**config.mk**
```make
export PLATFORM = sky130hd
export DESIGN_NAME = seg_scan_ctrl
export DESIGN_NICKNAME = d
export VERILOG_FILES = /design/src/rtl/seg_scan_ctrl.sv
export SDC_FILE = /design/constraint.sdc
export NUM_CORES = 1
export LEC_CHECK = 0
export CAP_MARGIN = 20
export CORE_ASPECT_RATIO = 1.1
export CORE_MARGIN = 2
export CORE_UTILIZATION = 55
export DETAILED_ROUTE_END_ITERATION = 7
export HOLD_SLACK_MARGIN = 0.1
export PLACE_DENSITY = 0.79
export SKIP_LAST_GASP = 1
export SLEW_MARGIN = 15
export SYNTH_ARGS = -nofsm -noshare
export SYNTH_HDL_FRONTEND = slang
export SYNTH_SLANG_ARGS = --single-unit
```
**constraint.sdc**
```tcl
create_clock -name clk -period 7.14 [get_ports clk]
set_clock_uncertainty 0.15 [all_clocks]
set_input_delay 1.428 -clock clk [delete_from_list [all_inputs] [get_ports clk]]
set_output_delay 1.428 -clock clk [all_outputs]
set_load 0.02 [all_outputs]
```
**src/rtl/seg_scan_ctrl.sv**
```systemverilog
// rtl/seg_scan_ctrl.sv - 8-digit multiplexed 7-segment scan controller with double-buffered frame load
module seg_scan_ctrl #(
    parameter int TICK_DIV  = 12500,
    parameter int BLANK_CYC = 16,
    parameter bit SEG_POL   = 1'b1,
    parameter bit DIG_POL   = 1'b1
) (
    input  logic        clk,
    input  logic        rstb,
    input  logic        wr_valid,
    output logic        wr_ready,
    input  logic [31:0] wr_data,
    input  logic [7:0]  wr_dp,
    input  logic [7:0]  wr_blank,
    output logic [7:0]  seg,
    output logic [7:0]  digit,
    output logic        frame_start
);

    localparam int               CNT_W     = (TICK_DIV > 1) ? $clog2(TICK_DIV) : 1;
    localparam logic [CNT_W-1:0] CNT_LAST  = CNT_W'(TICK_DIV - 1);
    localparam logic [CNT_W-1:0] CNT_BLANK = CNT_W'(BLANK_CYC);
    localparam logic [7:0]       SEG_OFF   = SEG_POL ? 8'h00 : 8'hFF;
    localparam logic [7:0]       DIG_OFF   = DIG_POL ? 8'h00 : 8'hFF;

    // ST_IDLE is held only between the reset edge and the first running edge
    typedef enum logic [1:0] {
        ST_IDLE  = 2'd0,
        ST_BLANK = 2'd1,
        ST_DRIVE = 2'd2
    } state_e;

    state_e            state_q, state_d;
    logic [CNT_W-1:0]  cnt_q, cnt_d;
    logic [2:0]        idx_q, idx_d;
    logic [31:0]       act_data_q, act_data_d;
    logic [7:0]        act_dp_q, act_dp_d;
    logic [7:0]        act_blank_q, act_blank_d;
    logic [31:0]       pend_data_q, pend_data_d;
    logic [7:0]        pend_dp_q, pend_dp_d;
    logic [7:0]        pend_blank_q, pend_blank_d;
    logic              pend_full_q, pend_full_d;
    logic              wr_ready_q, wr_ready_d;
    logic [7:0]        seg_q, seg_d;
    logic [7:0]        digit_q, digit_d;
    logic              frame_start_q, frame_start_d;

    logic              accept;
    logic              boundary;
    logic [3:0]        nib;

    function automatic logic [6:0] hex7(input logic [3:0] n);
        logic [6:0] s;
        case (n)
            4'h0: s = 7'h3F;
            4'h1: s = 7'h06;
            4'h2: s = 7'h5B;
            4'h3: s = 7'h4F;
            4'h4: s = 7'h66;
            4'h5: s = 7'h6D;
            4'h6: s = 7'h7D;
            4'h7: s = 7'h07;
            4'h8: s = 7'h7F;
            4'h9: s = 7'h6F;
            4'hA: s = 7'h77;
            4'hB: s = 7'h7C;
            4'hC: s = 7'h39;
            4'hD: s = 7'h5E;
            4'hE: s = 7'h79;
            default: s = 7'h71;
        endcase
        return s;
    endfunction

    always_comb begin
        state_d       = state_q;
        cnt_d         = cnt_q;
        idx_d         = idx_q;
        act_data_d    = act_data_q;
        act_dp_d      = act_dp_q;
        act_blank_d   = act_blank_q;
        pend_data_d   = pend_data_q;
        pend_dp_d     = pend_dp_q;
        pend_blank_d  = pend_blank_q;
        pend_full_d   = pend_full_q;
        seg_d         = SEG_OFF;
        digit_d       = DIG_OFF;
        nib           = 4'h0;

        accept   = wr_valid && wr_ready_q;
        boundary = (state_q != ST_IDLE) && (cnt_q == CNT_LAST) && (idx_q == 3'd7);

        if (state_q == ST_IDLE) begin
            cnt_d = '0;
            idx_d = 3'd0;
        end else if (cnt_q == CNT_LAST) begin
            cnt_d = '0;
            idx_d = idx_q + 3'd1;
        end else begin
            cnt_d = cnt_q + CNT_W'(1);
        end

        // Swap before accepting: a beat taken on the boundary lands in pending only
        if (boundary && pend_full_q) begin
            act_data_d  = pend_data_q;
            act_dp_d    = pend_dp_q;
            act_blank_d = pend_blank_q;
            pend_full_d = 1'b0;
        end
        if (accept) begin
            pend_data_d  = wr_data;
            pend_dp_d    = wr_dp;
            pend_blank_d = wr_blank;
            pend_full_d  = 1'b1;
        end

        state_d    = (cnt_d < CNT_BLANK) ? ST_BLANK : ST_DRIVE;
        wr_ready_d = !pend_full_d;

        // Outputs are registered from next-state so they line up with the held (idx,cnt)
        nib = 4'(act_data_d >> {idx_d, 2'b00});
        if ((state_d == ST_DRIVE) && !act_blank_d[idx_d]) begin
            seg_d   = {act_dp_d[idx_d], hex7(nib)} ^ SEG_OFF;
            digit_d = (8'h01 << idx_d) ^ DIG_OFF;
        end
        frame_start_d = (cnt_d == '0) && (idx_d == 3'd0);
    end

    always_ff @(posedge clk) begin
        if (rstb) begin
            state_q       <= ST_IDLE;
            cnt_q         <= '0;
            idx_q         <= 3'd0;
            act_data_q    <= 32'h0;
            act_dp_q      <= 8'h00;
            act_blank_q   <= 8'hFF;
            pend_data_q   <= 32'h0;
            pend_dp_q     <= 8'h00;
            pend_blank_q  <= 8'h00;
            pend_full_q   <= 1'b0;
            wr_ready_q    <= 1'b0;
            seg_q         <= SEG_OFF;
            digit_q       <= DIG_OFF;
            frame_start_q <= 1'b0;
        end else begin
            state_q       <= state_d;
            cnt_q         <= cnt_d;
            idx_q         <= idx_d;
            act_data_q    <= act_data_d;
            act_dp_q      <= act_dp_d;
            act_blank_q   <= act_blank_d;
            pend_data_q   <= pend_data_d;
            pend_dp_q     <= pend_dp_d;
            pend_blank_q  <= pend_blank_d;
            pend_full_q   <= pend_full_d;
            wr_ready_q    <= wr_ready_d;
            seg_q         <= seg_d;
            digit_q       <= digit_d;
            frame_start_q <= frame_start_d;
        end
    end

    assign wr_ready    = wr_ready_q;
    assign seg         = seg_q;
    assign digit       = digit_q;
    assign frame_start = frame_start_q;

endmodule

```
==> impl_metrics.tcl, run 1 <==
set metrics [dict create \
    grt_overflow 0 \
    wl_met2_um 6770 \
    gp_congestion 0.895 \
    hold_class "register to register" \
    grt_usage_pct 25.2 \
    crit_path_end_kind "register" \
    fin_util_pct 67.8 \
    syn2layout_area_growth_pct 21.5 \
    diodes 0 \
    cts-resized-gates 0 \
    ys_seq_area_share_pct 46.7 \
    setup_viol 0 \
    firstDrtPassIters 5 \
    cts_setup_buffers 0 \
    nets 781 \
    wl_um 13600 \
    rsz0062_at_grt "no" \
    wl_met1_um 5890 \
    initial_utilization_pct 55.8 \
    syn_inst 673 \
    worst_setup_path_start_kind "register" \
    grt_pass1_vias 4803 \
    layout_min_cycle_time_ns 4.70 \
    drc 0 \
    max_cap_violations 0 \
    final_layout_size_suffix_gt1_share_pct 8.46 \
    crit_type "register to register" \
    drtAntennaViolNets 0 \
    min_period_over_period_pct 65.9 \
    clock_latency_ns 0.43 \
    grt_pass1_wl_um 22500 \
    io_pins 69 \
    path_clk_slew_ns 0.06 \
    synth_edf_count 0 \
    final_common_cell "nand2_1" \
    cts_made_buffers 17 \
    wl_met3_um 679 \
    synthArstFlopShare_pct 0 \
    stdcell_count 876 \
    viasPerCell 5.58 \
    highest_layer "met4" \
    die_h_um 111 \
    setup_tns_ns 0 \
    cts_max_level 4 \
    grt_max_degree 104 \
    worstMarginPinSlew_ns 1.02 \
    fmax_ghz 0.213 \
    peakVddDrop_mv 0.196 \
    drtIter0Drc 314 \
    hold_buffers 0 \
    cp.required_ns 7.31 \
    powerDensity_nw_per_um2 238 \
    mostFrequentLayoutCells "nand2_1 (160), dfxtp_1 (134), a21oi_1 (67), clkdlybuf4s50_1 (67), nor2_1 (61)" \
    cp_max_fo 18 \
    maxSlewViolCount 0 \
    yosys_warnings 0 \
    dp.cells 844 \
    n_fill_cell 812 \
    cts_buffer_depth 2 \
    core-area_um2 10300 \
    hold_viol 0 \
    cts_root_buffer "clkbuf_16" \
    synth.distinct_cells 62 \
    placementRows 39 \
    syn_nets 734 \
    die_w_um 101 \
    synth_ff_type "dfxtp_1" \
    wl_per_cell_um 15.6 \
    avgSynthCellArea_um2 8.53 \
    cts_tree "built" \
    ys_ff_latch 134 \
    dp_hpwl_um 9240 \
    grt_antenna_before_repair 0 \
    worstPathArrival_ns 4.87 \
    outcome "finished clean" \
    slew_headroom_pct 32.0 \
    syn_area_um2 5740 \
    num_vias 4892 \
    portBuffers 68 \
    clock_sinks 134 \
    dieArea_um2 11300 \
    leakagePower_uw 0.00279 \
]
## final timing paths
kind                   from             end  slack, ns  cells after the start
max                cnt_q[0]          seg[5]       2.44                     12
min reg2reg  act_data_q[29]  act_data_q[29]       0.30                      2
max reg2reg        cnt_q[0]          seg[5]       2.44                     12
min          act_data_q[29]  act_data_q[29]       0.30                      2
## where the power goes
group          switching (uW)  internal (uW)
clock network             347            462
logic                    39.3           39.6
registers                10.1            763
total                     397           1260
## critical path, stage by stage (launching register included)
cell,delay [ns]
dfxtp_1,0.47
ha_1,0.37
nand4bb_1,0.19
nor4_4,0.64
mux2i_4,0.67
o221ai_1,0.20
mux2_2,0.29
o21ai_0,0.60
inv_1,0.20
ha_1,0.30
nand2_1,0.08
o21ai_0,0.10
a211oi_1,0.34
## Yosys cell counts (2+ instances only)
library cell,number,share of area (%)
nand2_1,160,10
dfxtp_1,134,47
a21oi_1,67,5.8
nor2_1,61,4.0
mux2i_1,47,8.2
clkbuf_1,31,2.0
nand3_1,17,1.5
o21ai_0,12,1.0
ha_1,10,2.2
nor3_1,10,0.87
nand2b_1,9,0.98
mux2_2,7,1.4
a211oi_1,6,0.78
and3_1,6,0.65
buf_2,6,0.52
xor2_1,6,0.92
buf_6,5,0.98
inv_1,5,0.33
or3_1,5,0.54
xnor2_1,5,0.76
and2_1,4,0.44
buf_1,4,0.26
o221ai_1,3,0.46
o22ai_1,3,0.33
or2_2,3,0.33
a211oi_2,2,0.44
a221oi_1,2,0.31
a22oi_1,2,0.26
a2bb2oi_1,2,0.31
a311oi_1,2,0.31
a31oi_1,2,0.22
nand4bb_1,2,0.39
nor2b_1,2,0.22
o211ai_1,2,0.26
or2_1,2,0.22
## state kept, by name (all words and copies together), names as in the netlist
name and cells:
pend_full_q 1, wr_ready 1, seg 8, act_data_q 32, act_dp_q 8, state_q 2, cnt_q 14, digit 8
pend_dp_q 8, act_blank_q 8, idx_q 3, pend_blank_q 8, frame_start 1, pend_data_q 32
## layout make-up
class	count	area (um^2)	share of cell area, %
Tap cell	143	179	2.56
Clock buffer	18	439	6.29
Inverter	5	18.8	0.269
Clock inverter	14	115	1.65
Sequential cell	134	2680	38.4
Timing Repair Buffer	75	728	10.4
Multi-Input combinational cell	487	2820	40.3
## metal layers
layer / vias to the layer above / global-route usage, %
met5: - / 0
met4: 0 / 8.92
met3: 30 / 6.62
met2: 158 / 42.3
met1: 2324 / 30.8
li1: 2380 / -
## cells by family after synthesis
kind of cell	count (synthesis)	synth area share (%)
muxes	56	10.2
AOI/OAI and AO/OA	119	12.6
buffers and inverters	52	4.25
DFF	134	46.7
xor gates and xnor gates	11	1.68
and+or+nand+nor	291	22.3
adders and majority gates	10	2.18
## per-stage QoR
stage	hold WS (ns)	total power [uW]	instance area [um^2]	setup WS, ns
after floorplan	0.281	826	5740	3.16
after global placement	0.289	865	6420	2.82
after detailed placement	0.297	867	6420	2.60
after CTS	0.305	1670	6980	2.50
after global routing	0.327	1710	6980	2.19
final	0.304	1660	6980	2.44
Power figures use the tool's default switching activity.
==> run 2, diff against run 1 <==
==> constraint.sdc (replaced) <==
create_clock -name clk -period 4.45 [get_ports clk]
set_clock_uncertainty 0.15 [all_clocks]
set_input_delay 0.89 -clock clk [delete_from_list [all_inputs] [get_ports clk]]
set_output_delay 0.89 -clock clk [all_outputs]
set_load 0.02 [all_outputs]
==> run 2 against run 1 <==
Clock-buffer cell count increased by 6. Sequential share of layout area decreased by 0.73 points. Register-to-register slack got worse by 2.2 ns. Sequential power increased by 60%. Worst setup slack got worse by 2.2 ns.
==> impl_metrics.tcl, run 2 (synthesis gave the netlist of run 1 again) <==
set metrics [dict create \
    cp.required_ns 4.63 \
    max_stage_delay_ns 0.45 \
    grt_usage_pct 25.6 \
    gp_congestion 0.974 \
    diodes 0 \
    powerDensity_nw_per_um2 397 \
    comb_power_share_pct 4.5 \
    die_w_um 101 \
    cts_tree "built" \
    reg.largest.list "act_data_q (32), pend_data_q (32), cnt_q (14)" \
    hold_viol 0 \
    wl_um 13800 \
    layout_min_cycle_time_ns 4.22 \
    hold_buffers 0 \
    clock_latency_ns 0.42 \
    mostFrequentLayoutCells "nand2_1 (160), dfxtp_1 (134), a21oi_1 (67), clkdlybuf4s50_1 (67), nor2_1 (61)" \
    setup_tns_ns 0 \
    drtIter0Drc 319 \
    final_layout_size_suffix_gt1_share_pct 9.19 \
    nets 789 \
    die_h_um 111 \
    dieArea_um2 11300 \
    grt_max_degree 103 \
    max_cap_violations 0 \
    grt_overflow 0 \
    drtAntennaViolNets 0 \
    cts-resized-gates 0 \
    io_pins 69 \
    grt_pass1_vias 4674 \
    pwr-share-seq_pct 44.0 \
    p_clk_share_pct 51.5 \
    worst_setup_path_start_kind "register" \
    dp_hpwl_um 9290 \
    hold_class "register to register" \
    peakVddDrop_mv 0.213 \
    clock_sinks 134 \
    slew_headroom_pct 31.9 \
    crit_type "register to register" \
    p_sw_share_pct 20.6 \
    final_common_cell "nand2_1" \
    placementRows 39 \
    setup_viol 0 \
    p_int_uw 2240 \
    fin_util_pct 69.1 \
    wl_per_cell_um 15.7 \
    outcome "finished clean" \
    fmax_ghz 0.237 \
    crit_path_end_kind "register" \
    path_cells "ha_2, nand4bb_1, nor4_4, buf_4, mux2_2, buf_4, nand2_1, o221ai_1, a31o_2, o21ai_1, inv_1, ha_1, inv_1, mux2i_1, or3_1, o31ai_1" \
    cp_max_fo 12 \
    viasPerCell 5.49 \
    core-area_um2 10300 \
    rsz0062_at_grt "no" \
    worstPathArrival_ns 4.40 \
    fin_area_um2 7110 \
    leakagePower_uw 0.00286 \
    grt_pass1_wl_um 22800 \
    grt_antenna_before_repair 0 \
    min_period_over_period_pct 94.8 \
    syn2layout_area_growth_pct 23.9 \
    initial_utilization_pct 55.8 \
    drc 0 \
    num_vias 4848 \
    cts_root_buffer "clkbuf_16" \
    cts_made_buffers 17 \
    path_clk_slew_ns 0.05 \
    multi_input_area_um2 2820 \
    worstMarginPinSlew_ns 1.02 \
    seq_area_um2 2680 \
    portBuffers 68 \
    firstDrtPassIters 5 \
    crit_slowest_cell "dfxtp_1" \
    cts_buffer_depth 2 \
    cts_setup_buffers 0 \
    switching_power_uw 581 \
    n_fill_cell 770 \
    maxSlewViolCount 0 \
    dpl_cell_area_um2 6480 \
    holdWs_ns 0.306 \
    cts_max_level 4 \
]
run 2: critical path: cells and delay by family (launching register included):
kind,cells,cell delay [ns]
mux,2,0.56
fa+ha+maj,2,0.56
buf+inv,4,0.74
simple gates,4,0.97
flops,1,0.45
compound gates,4,0.69
run 2: metal layers:
layer / vias up / GRT usage, % / wire, um / share of wire, %
met1: 2292 / 32.1 / 6150 / 44
li1: 2404 / - / - / -
met4: 0 / 10.0 / 289 / 2.1
met2: 123 / 42.4 / 6790 / 49
met3: 29 / 5.93 / 595 / 4.3
met5: - / 0 / 0 / 0
run 2: layout make-up:
cell class                      count  share of cell area [%]
Clock buffer                       24                    7.05
Clock inverter                      7                    1.65
Inverter                            5                   0.264
Multi-Input combinational cell    487                    39.6
Sequential cell                   134                    37.7
Tap cell                          143                    2.52
Timing Repair Buffer               83                    11.2
run 2: power by group through the flow:
stage | Combinational (uW) | Clock, uW | Sequential (uW)
detailed placement | 126 | 0 | 1270
global placement | 124 | 0 | 1270
finish | 128 | 1450 | 1240
global route | 143 | 1520 | 1240
floorplan | 63.0 | 0 | 1260
CTS | 127 | 1460 | 1240
run 2: worst paths after layout:
kind | slack (ns) | end | cells past startpoint | from
worst max-delay path | 0.23 | seg[3] | 16 | cnt_q[0]
worst min-delay path | 0.31 | act_data_q[31] | 2 | act_data_q[31]
worst max register to register | 0.23 | seg[3] | 16 | cnt_q[0]
worst min register to register | 0.31 | act_data_q[31] | 2 | act_data_q[31]
run 2: metrics by stage:
stage | instances | setup WS (ns) | power [uW]
after global placement | 851 | 0.479 | 1390
after detailed placement | 851 | 0.251 | 1390
final | 883 | 0.229 | 2820
after floorplan | 673 | 0.474 | 1330
after CTS | 882 | 0.160 | 2830
after global routing | 883 | 0.0299 | 2900
==> run 3, diff against run 2 <==
--- a/config.mk
+++ b/config.mk
@@ -7,7 +7,7 @@
 export LEC_CHECK = 0
 export CAP_MARGIN = 20
 export CORE_ASPECT_RATIO = 1.1
-export CORE_MARGIN = 2
+export CORE_MARGIN = 4
 export CORE_UTILIZATION = 55
 export DETAILED_ROUTE_END_ITERATION = 7
 export HOLD_SLACK_MARGIN = 0.1
==> run 3 against run 2 <==
First-iteration DRC count shrank 8.2%. Combinational power about the same. Die area rose by 7.7%. Global-route usage down 2.4 points. Clock-buffer cell count fell by 3. Sequential power about the same. Via count down 1.7%. Worst hold slack got worse by 0.00093 ns. Wire length fell by 2.2%. Register-to-register slack better by 0.18 ns. Critical path depth decreased by 4. Non-clock buffer count stayed put.
==> impl_metrics.tcl, run 3 (synthesis gave the netlist of run 1 again) <==
set metrics [dict create \
    syn2layout_area_growth_pct 23.1 \
    drtIter0Drc 293 \
    crit_slowest_cell "mux2i_1" \
    grt_overflow 0 \
    grt_usage_pct 23.2 \
    crit_path_end_kind "register" \
    worstMarginPinSlew_ns 0.997 \
    viasPerCell 5.41 \
    drtAntennaViolNets 0 \
    clock_sinks 134 \
    layout_min_cycle_time_ns 4.04 \
    met1_usage_pct 27.4 \
    ff2ff_path_depth 12 \
    n_fill_cell 778 \
    stdcell_count 881 \
    nets 789 \
    crit_type "register to register" \
    wl_um 13500 \
    hold_class "register to register" \
    hold_viol 0 \
    path_clk_slew_ns 0.06 \
    cts_tree "built" \
    cp.required_ns 4.74 \
    seq_area_um2 2680 \
    worstPathArrival_ns 4.33 \
    cp_max_fo 10 \
    rsz0062_at_grt "no" \
    die_h_um 115 \
    slew_headroom_pct 33.5 \
    critical_path_buf_inv_count 2 \
    reg.largest.list "act_data_q (32), pend_data_q (32), cnt_q (14)" \
    setup_viol 0 \
    cts_buffer_depth 2 \
    final_layout_size_suffix_gt1_share_pct 9.45 \
    holdPathEnd "pend_data_q[23]" \
    fmax_ghz 0.247 \
    outcome "finished clean" \
    grt_pass1_vias 4741 \
    peakVddDrop_mv 0.249 \
    max_cap_violations 0 \
    dp.cells 846 \
    holdWs_ns 0.305 \
    gr-usage-met2_pct 41.3 \
    grt_antenna_before_repair 0 \
    cts_max_level 4 \
    cp_top_family "compound AO/OA/AOI/OAI gates" \
    setup_tns_ns 0 \
    die_w_um 105 \
    mostFrequentLayoutCells "nand2_1 (160), dfxtp_1 (134), a21oi_1 (67), clkdlybuf4s50_1 (67), nor2_1 (61)" \
    initial_utilization_pct 57.2 \
    dieArea_um2 12100 \
    r2r-start "cnt_q[0]" \
    cts_root_buffer "clkbuf_8" \
    hold_buffers 0 \
    leakagePower_uw 0.00284 \
    final_common_cell "nand2_1" \
    maxSlewViolCount 0 \
    multi_input_area_um2 2820 \
    grt_pass1_wl_um 22500 \
    core-area_um2 10000 \
    portBuffers 68 \
    rr_endpoint "seg[6]" \
    min_period_over_period_pct 90.9 \
    max_stage_delay_ns 0.59 \
    gp_congestion 0.890 \
    placementRows 38 \
    dp_hpwl_um 9260 \
    grt_max_degree 103 \
    drc 0 \
    r2r_setup_slack_ns 0.41 \
    firstDrtPassIters 5 \
    cts_made_buffers 17 \
    holdPathStages 2 \
    io_pins 69 \
    busiest_layer "met2" \
    num_vias 4765 \
    powerDensity_nw_per_um2 383 \
    path_cells "ha_2, nand4bb_1, nor4_4, buf_4, mux2i_1, buf_4, nor2_1, a221oi_1, a211oi_2, and2_1, a22o_1, a211oi_2" \
    hp-start "pend_data_q[23]" \
    grt_util_met3_pct 5.78 \
    wl_per_cell_um 15.4 \
    worst_setup_path_start_kind "register" \
    clock_latency_ns 0.52 \
    diodes 0 \
]
## run 3: through the flow
stage               setup slack (ns)  total power (uW)  cell area [um^2]  util (%)
floorplan                      0.474              1330              5740         -
global placement               0.396              1390              6460      64.4
detailed placement             0.208              1390              6460      64.4
CTS                            0.162              2720              7030      70.1
global route                  0.0820              2790              7070      70.5
finish                         0.406              2710              7070      70.5
## run 3: final cells by class
type | count | area share (%)
clock buffers | 21 | 6.36
clock inverters | 11 | 1.77
inverters | 5 | 0.266
multi-input cells | 487 | 39.9
flip-flops and latches | 134 | 38.0
well taps | 140 | 2.48
repair buffers | 83 | 11.3
## run 3: routing by layer
metal | share of wire (%) | up-vias
met5 | 0 | -
met3 | 3.9 | 25
met4 | 2.2 | 0
met2 | 50 | 110
met1 | 44 | 2239
li1 | - | 2391
## run 3: how the worst max path moves through the flow
stage | startpoint | end | slack, ns | depth (start not counted)
after global routing | cnt_q[0] | seg[6] | 0.08 | 12
after CTS | cnt_q[0] | seg[3] | 0.16 | 14
after floorplan | cnt_q[0] | seg[3] | 0.47 | 14
final | cnt_q[0] | seg[6] | 0.41 | 12
after global placement | cnt_q[0] | seg[1] | 0.40 | 15
after detailed placement | cnt_q[0] | seg[1] | 0.21 | 15
## run 3: power breakdown
| group | switching (uW) | total [uW] | internal (uW) | leakage (uW) |
|---|---|---|---|---|
| Clock | 512 | 1340 | 827 | 0.000278 |
| Combinational | 62.3 | 127 | 65.2 | 0.00148 |
| Sequential | 16.7 | 1240 | 1220 | 0.00109 |
| Total | 591 | 2710 | 2120 | 0.00284 |
## run 3: worst reg2reg max path, delay by kind of cell, from the launching register on
family	cells	cell delay (ns)
buffers and inverters	2	0.53
muxes	1	0.59
and+or+nand+nor	4	0.88
AOI/OAI and AO/OA	4	1.03
DFF	1	0.46
adders and majority gates	1	0.31
## run 3: what timing repair did
action / CTS / global route
setup buffers: 0 / 2
gates resized for setup: 0 / 3
setup endpoints to repair: 0 / 6
